[src/rtl/exp_taylor_pipe.sv]
// exp_taylor_pipe: fully pipelined fixed-point exp(x) by truncated Taylor
// series, one series term per stage. It has a valid/ready handshake with a
// global stall, and a side-band tag travels with each operand.
// Optional feature macro: EXP_SAT_EN. When it is defined, every width fit
// saturates and a per-operand sticky flag drives out_overflow. When it is
// undefined, fits wrap to the low W bits and out_overflow is tied to 0.
module exp_taylor_pipe #(
  parameter int W     = 16,
  parameter int F     = 12,
  parameter int TERMS = 8,
  parameter int TAG_W = 4
) (
  input  logic             clk,
  input  logic             reset_n,
  input  logic             in_valid,
  output logic             in_ready,
  input  logic [W-1:0]     in_x,
  input  logic [TAG_W-1:0] in_tag,
  output logic             out_valid,
  input  logic             out_ready,
  output logic [W-1:0]     out_data,
  output logic [TAG_W-1:0] out_tag,
  output logic             out_overflow
);

  // 1.0 in Q(W-F).F
  localparam logic [W-1:0] ONE = {{(W-1){1'b0}}, 1'b1} << F;

  // RECIP[k] = floor(2^F / k! + 0.5), packed with k=1 in the low slice.
  // The expression (2^(F+1)/k! + 1) >> 1 is the same rounding done in integers.
  function automatic logic [TERMS*W-1:0] build_recip();
    logic [TERMS*W-1:0] r;
    longint unsigned    fact;
    longint unsigned    q;
    r    = '0;
    fact = 64'd1;
    for (int unsigned k = 1; k <= TERMS; k++) begin
      fact = fact * 64'(k);
      q    = (((64'd1 << (F + 1)) / fact) + 64'd1) >> 1;
      r[(k-1)*W +: W] = q[W-1:0];
    end
    return r;
  endfunction

  localparam logic [TERMS*W-1:0] RECIP_ALL = build_recip();

  // Sign-extend a W-bit two's complement value to the 2W working width
  function automatic logic signed [2*W-1:0] sx(input logic [W-1:0] v);
    return {{W{v[W-1]}}, v};
  endfunction

`ifdef EXP_SAT_EN
  localparam logic signed [2*W-1:0] SMAX = {{(W+1){1'b0}}, {(W-1){1'b1}}};
  localparam logic signed [2*W-1:0] SMIN = {{(W+1){1'b1}}, {(W-1){1'b0}}};

  function automatic logic clips(input logic signed [2*W-1:0] v);
    return (v > SMAX) || (v < SMIN);
  endfunction

  function automatic logic [W-1:0] fit(input logic signed [2*W-1:0] v);
    if (v > SMAX) return SMAX[W-1:0];
    if (v < SMIN) return SMIN[W-1:0];
    return v[W-1:0];
  endfunction
`else
  function automatic logic [W-1:0] fit(input logic signed [2*W-1:0] v);
    return v[W-1:0];
  endfunction
`endif

  // Stage registers: index 0 is the accept stage, index k holds term k.
  // x and pow are not needed past the last stage, so they stop one short.
  logic [TERMS:0]   r_vld;
  logic [W-1:0]     r_x   [0:TERMS-1];
  logic [W-1:0]     r_pow [0:TERMS-1];
  logic [W-1:0]     r_sum [0:TERMS];
  logic [TAG_W-1:0] r_tag [0:TERMS];
`ifdef EXP_SAT_EN
  logic [TERMS:0]   r_ovf;
  logic             w_ov  [1:TERMS];
`endif

  logic signed [2*W-1:0] w_pp [1:TERMS];
  logic signed [2*W-1:0] w_pt [1:TERMS];
  logic signed [2*W-1:0] w_ps [1:TERMS];
  logic [W-1:0]          w_pow  [1:TERMS];
  logic [W-1:0]          w_term [1:TERMS];
  logic [W-1:0]          w_sum  [1:TERMS];
  logic                  w_stall;

  assign w_stall  = r_vld[TERMS] && !out_ready;
  assign in_ready = !w_stall;

  // Per-stage series arithmetic: next power, scaled term, running sum
  always_comb begin
    for (int unsigned k = 1; k <= TERMS; k++) begin
      w_pp[k]   = sx(r_pow[k-1]) * sx(r_x[k-1]);
      w_pow[k]  = fit(w_pp[k] >>> F);
      w_pt[k]   = sx(w_pow[k]) * sx(RECIP_ALL[(k-1)*W +: W]);
      w_term[k] = fit(w_pt[k] >>> F);
      w_ps[k]   = sx(r_sum[k-1]) + sx(w_term[k]);
      w_sum[k]  = fit(w_ps[k]);
`ifdef EXP_SAT_EN
      w_ov[k]   = r_ovf[k-1] | clips(w_pp[k] >>> F) | clips(w_pt[k] >>> F)
                | clips(w_ps[k]);
`endif
    end
  end

  // Pipeline advance: every stage moves together unless the output is stalled
  always_ff @(posedge clk or negedge reset_n) begin
    if (!reset_n) begin
      r_vld <= '0;
      for (int unsigned k = 0; k < TERMS; k++) begin
        r_x[k]   <= '0;
        r_pow[k] <= '0;
      end
      for (int unsigned k = 0; k <= TERMS; k++) begin
        r_sum[k] <= '0;
        r_tag[k] <= '0;
      end
`ifdef EXP_SAT_EN
      r_ovf <= '0;
`endif
    end else if (!w_stall) begin
      r_vld[0] <= in_valid;
      r_x[0]   <= in_x;
      r_pow[0] <= ONE;
      r_sum[0] <= ONE;
      r_tag[0] <= in_tag;
      for (int unsigned k = 1; k <= TERMS; k++) begin
        r_vld[k] <= r_vld[k-1];
        r_sum[k] <= w_sum[k];
        r_tag[k] <= r_tag[k-1];
      end
      for (int unsigned k = 1; k < TERMS; k++) begin
        r_x[k]   <= r_x[k-1];
        r_pow[k] <= w_pow[k];
      end
`ifdef EXP_SAT_EN
      r_ovf[0] <= 1'b0;
      for (int unsigned k = 1; k <= TERMS; k++) begin
        r_ovf[k] <= w_ov[k];
      end
`endif
    end
  end

  assign out_valid = r_vld[TERMS];
  assign out_data  = r_vld[TERMS] ? r_sum[TERMS] : '0;
  assign out_tag   = r_vld[TERMS] ? r_tag[TERMS] : '0;
`ifdef EXP_SAT_EN
  assign out_overflow = r_vld[TERMS] & r_ovf[TERMS];
`else
  assign out_overflow = 1'b0;
`endif

endmodule

[config.mk]
export PLATFORM = sky130hd
export DESIGN_NAME = exp_taylor_pipe
export DESIGN_NICKNAME = d
export VERILOG_FILES = /design/src/rtl/exp_taylor_pipe.sv
export SDC_FILE = /design/constraint.sdc
export NUM_CORES = 2
export LEC_CHECK = 0
export ABC_CLOCK_PERIOD_IN_PS = 12650
export CAP_MARGIN = 20
export CORE_MARGIN = 3
export CORE_UTILIZATION = 54
export CTS_CLUSTER_DIAMETER = 60
export CTS_CLUSTER_SIZE = 10
export DETAILED_ROUTE_END_ITERATION = 10
export PLACE_DENSITY_LB_ADDON = 0.1
export SYNTH_ARGS = -nofsm -noshare
export SYNTH_HDL_FRONTEND = slang
export SYNTH_SLANG_ARGS = --single-unit
[constraint.sdc]
create_clock -name clk -period 12.65 [get_ports clk]
set_clock_uncertainty 0.2 [all_clocks]
set_input_delay 1.8975 -clock clk [delete_from_list [all_inputs] [get_ports clk]]
set_output_delay 1.8975 -clock clk [all_outputs]
set_load 0.05 [all_outputs]
Word-level counts from Yosys, hierarchy flattened

Index checks and enable logic that the tools add are counted.

Add/subtract/negate cells: 7
$mul: 11
Muxes and demuxes: 2
Reductions and logical operators: 3

Operators with widths:

| kind                     | count |
|---|---|
| $mul A16 B16 Y28         | 6 |
| $add A16 B15 Y16         | 2 |
| $mul A16 B11 Y27 const B | 1 |
| $mul A16 B9 Y25 const B  | 1 |
| $mul A16 B6 Y22 const B  | 1 |
| $mul A16 B3 Y19 const B  | 1 |
| $add A14 B16 Y16         | 1 |
| $add A16 B11 Y16         | 1 |
| $add A16 B13 Y16         | 1 |
| $add A16 B4 Y16          | 1 |
| $add A16 B8 Y16          | 1 |
| $mul A2 B16 Y16          | 1 |
| $mux W16                 | 1 |
| $mux W4                  | 1 |
| $logic_not A1 Y1         | 2 |
| $logic_and A1 B1 Y1      | 1 |

Register bits after elaboration: 382
Input port bits: 24
Output and inout port bits: 23

Depth between registers and ports, before layout

Depth after elaboration: 3
Mapped depth: 53
Mapped depth without buffers: 52

Worst setup path after synthesis

Ideal clock, no wire load.

Path kind: register to register
From: register r_x[82] (netlist name)
To: register r_sum[95] (netlist name)
Setup time: 0.125 ns
Arrival time: 11.793 ns
Slack: 0.533 ns
Stages on the path, launching flop included: 49
Path buffers: 2
Cell sequence: dfrtp_1 clkbuf_1 clkbuf_1 nand2_1 fa_1 fa_1 inv_1 fa_1 inv_1 fa_1 fa_1 fa_1 inv_1 ha_1 a21o_1 a21oi_1 nor2_1 a2111oi_1 [13 not listed] nand2_1 a221o_1 a21oi_1 and3_1 a21oi_1 xor2_1 ha_1 nor3_1 o211ai_1 a31o_2 a21oi_1 nor2_1 o41ai_1 o2111ai_1 a21oi_1 xnor2_1 xnor3_1 mux2_2

RTL lines:

| item                            | RTL line | text |
|---|---|---|
| start, declared                 | 74       | `logic [W-1:0] r_x [0:TERMS-1];` |
| start signal, assigned by index | 137      | `r_x[k] <= r_x[k-1];` |
| end signal, assigned by index   | 133      | `r_sum[k] <= w_sum[k];` |
| end, declared                   | 76       | `logic [W-1:0] r_sum [0:TERMS];` |

==> impl_metrics.ini <==
[route]
detail-route-antenna-nets = 0
via_per_inst = 5.259
routed_wire_length_per_instance_um = 17.98
drt_pass1_iterations = 6
routed_wl_mm = 181.8
via_count = 53160
drt_iter0_drc = 2806
drc_errors = 0

[floorplan]
placeableCoreArea_um2 = 137800
floorplan.initialDensity_pct = 54.59
die_width_um = 379.3
rows = 136
die_area_um2 = 143800
io_pins = 47
die_y_um = 379.3

[clock_network]
clock_tree.root_cell = clkbuf_16
cts.reportedPaths.clkPinSlew_ns = 0.06
clock_tree.buffer_depth = 3
tritoncts = yes
cts_max_level = 2
cts-buffers-inserted = 58
ctsHoldBuffers = 0
insertion_delay_ns = 0.68
clock_sink_count = 370

[setup_path]
setup.worst_path.start = r_x[84]
r2r_start = r_x[84]
element_type_at_the_critical_path_start = flop
worst-endpoint-arrival_ns = 12.56
worst_setup_path_end_kind = flop
critPathMaxStageDelay_ns = 0.54
worst_ep_required_time_ns = 13.01
critical_path.max_fanout = 7
critical_path.most_common_cell = fa_1
critical-path-slowest-cell = fa_1
worstSetupPathType = reg -> reg

[layout]
mostFrequentLayoutCells = inv_1, nand2_1, fa_1
syn_to_final_growth_pct = 6.305
finish.utilization_pct = 58.03
layout_commonest_cell = inv_1
fin_nets = 10530
drive_above_1_share_pct = 4.055
fillCellCount = 12420

[synth]
synth-async-reset-ratio_pct = 100.0
synth_largest_area_cell = fa_1
synth.yosys.warnings = 0
number_of_nets_produced_by_synthesis = 10600
yosys_register_bits = 370
syn-mean-instance-area_um2 = 9.014
synth_sequential_area_ratio_pct = 12.31
postSynthCellCount = 8347
post_synth_instance_area_um2 = 75240
synth-main-ff-cell = dfrtp_1
synth-edff-count = 0
synth_area_leaders = fa_1, ha_1, dfrtp_1
synth_cell_types = 83
synth_top_area_share_pct = 39.17

[timing]
period_share_pct = 96.49
period_needed_ns = 12.21
hold_viol = 0
max_freq_mhz = 81.93
slew_headroom_pct = 25.88
final_number_of_max_transition_violations = 0
max_slew.worst_pin.slew_ns = 1.104
number_of_endpoints_failing_setup_at_the_final_stage = 0

[global_routing]
grt_pass1_vias = 57740
grtUsageTotal_pct = 26.58
largest_net_degree_at_the_start_of_global_routing = 192
number_of_antenna_violations_at_the_first_check_in_global_routing = 4
grt_pass1_wl_mm = 303.5
grt-ovfl-total = 0

[outcome]
outcome = finished clean

[place]
buffer_ports.inserted = 45
place.gp.congestion = 0.9182
dp_hpwl_mm = 145.8

[worst_hold_path]
hold_path_startpoint = r_sum[3]
hold_path.class = reg -> reg

[run]
maxCapViolations = 0
[critical path, delay by kind of cell (launching register included)]
family          cells  cell delay [ns]
compound gates     15             2.84
xor+xnor            4             0.76
fa+ha+maj          14             5.92
buf+inv             5             0.36
flops               1             0.45
mux                 1             0.26
simple gates        8             1.27
[timing repair]
item | in CTS | in global routing
gates resized for setup | 0 | 52
endpoints found under the setup margin | 0 | 9
setup buffers | 0 | 6
[logic make-up (layout without fill, tap and decap cells)]
family                     after synthesis  count (layout)  share of synthesized area, %
AOI/OAI and AO/OA                      532             532                         4.612
DFF                                    370             370                         12.31
buffers and inverters                 2102            2066                         10.49
muxes                                   13              13                        0.1929
adders and majority gates             2226            2226                         51.71
other                                    1               4                      0.004984
and+or+nand+nor                       2787            2787                         16.90
xor gates and xnor gates               316             316                         3.782
[Yosys cell counts (4+ instances only)]
library cell  instances
a31o_2                6
xnor3_1               4
a21o_1               54
o21ai_1               7
nor2_1              220
fa_1               1472
o21a_1               34
or3_1                 7
a41oi_1               4
clkbuf_1            317
nand2b_1             75
o2111ai_1             8
o21ai_2               4
nand4b_1              6
xnor2_1             238
nor4b_1               5
inv_1              1770
nand3b_1              4
or4_1                 6
dfrtp_1             370
o31ai_1               9
and3_1               17
o21bai_1             30
nor2b_1              22
nand2_1            1645
a211o_1               4
nor3_1               54
and2_1              635
xor2_1               71
o21ai_0              90
o41ai_1               4
a211oi_1             19
nor4_1                6
nor3b_1               5
a31oi_1               6
ha_1                754
nand4_1              18
a221oi_1              7
nand3_1              51
mux2_2               12
buf_1                10
o211ai_1             10
a21oi_1             197
[per-layer routing]
metal | vias to the layer above | GRT usage, % | share of wire [%]
met2 | 993 | 45.91 | 50
met1 | 27230 | 35.50 | 43
li1 | 24660 | - | -
met4 | 2 | 7.322 | 2.9
met3 | 274 | 3.131 | 4.4
met5 | - | 0 | 0.010
[sequential cells by signal, summed over array words and instances (netlist names)]
name / count
r_vld: 9
r_x: 112
r_tag: 36
r_pow: 85
r_sum: 128
[stage by stage]
step | std cells | cell area, um2 | TNS, ns | hold slack (ns) | setup WS [ns]
after floorplan | 8347 | 75240 | 0 | 0.2300 | 0.5325
after global placement | 10000 | 77830 | 0 | 0.2468 | 0.3447
after detailed placement | 10000 | 77830 | 0 | 0.2515 | 0.01423
after CTS | 10100 | 79730 | 0 | 0.2659 | 0.002938
after global routing | 10110 | 79970 | -0.2167 | 0.2873 | -0.1069
final | 10110 | 79980 | 0 | 0.2652 | 0.4445
[layout make-up]
type | count | area, um2 | area share, %
multi-input cells | 5875 | 58220 | 72.80
flip-flops and latches | 370 | 9286 | 11.61
inverters | 1773 | 6663 | 8.330
well taps | 1794 | 2245 | 2.806
repair buffers | 199 | 1660 | 2.076
clock buffers | 64 | 1504 | 1.880
clock inverters | 30 | 392.9 | 0.4912
diodes | 3 | 7.507 | 0.009386
[final timing paths]
kind | endpoint | slack, ns | cells after the start
min | r_sum[3] | 0.27 | 2
min reg2reg | r_sum[3] | 0.27 | 2
min in group asynchronous | r_pow[51] | 1.02 | 1
max in group asynchronous | r_pow[110] | 9.18 | 4
max reg2reg | r_sum[95] | 0.44 | 47
max | r_sum[95] | 0.44 | 47
Power is left out: the tool's default activity adds up to more than one toggle a clock period on the data nets, which glitch-free logic cannot reach.
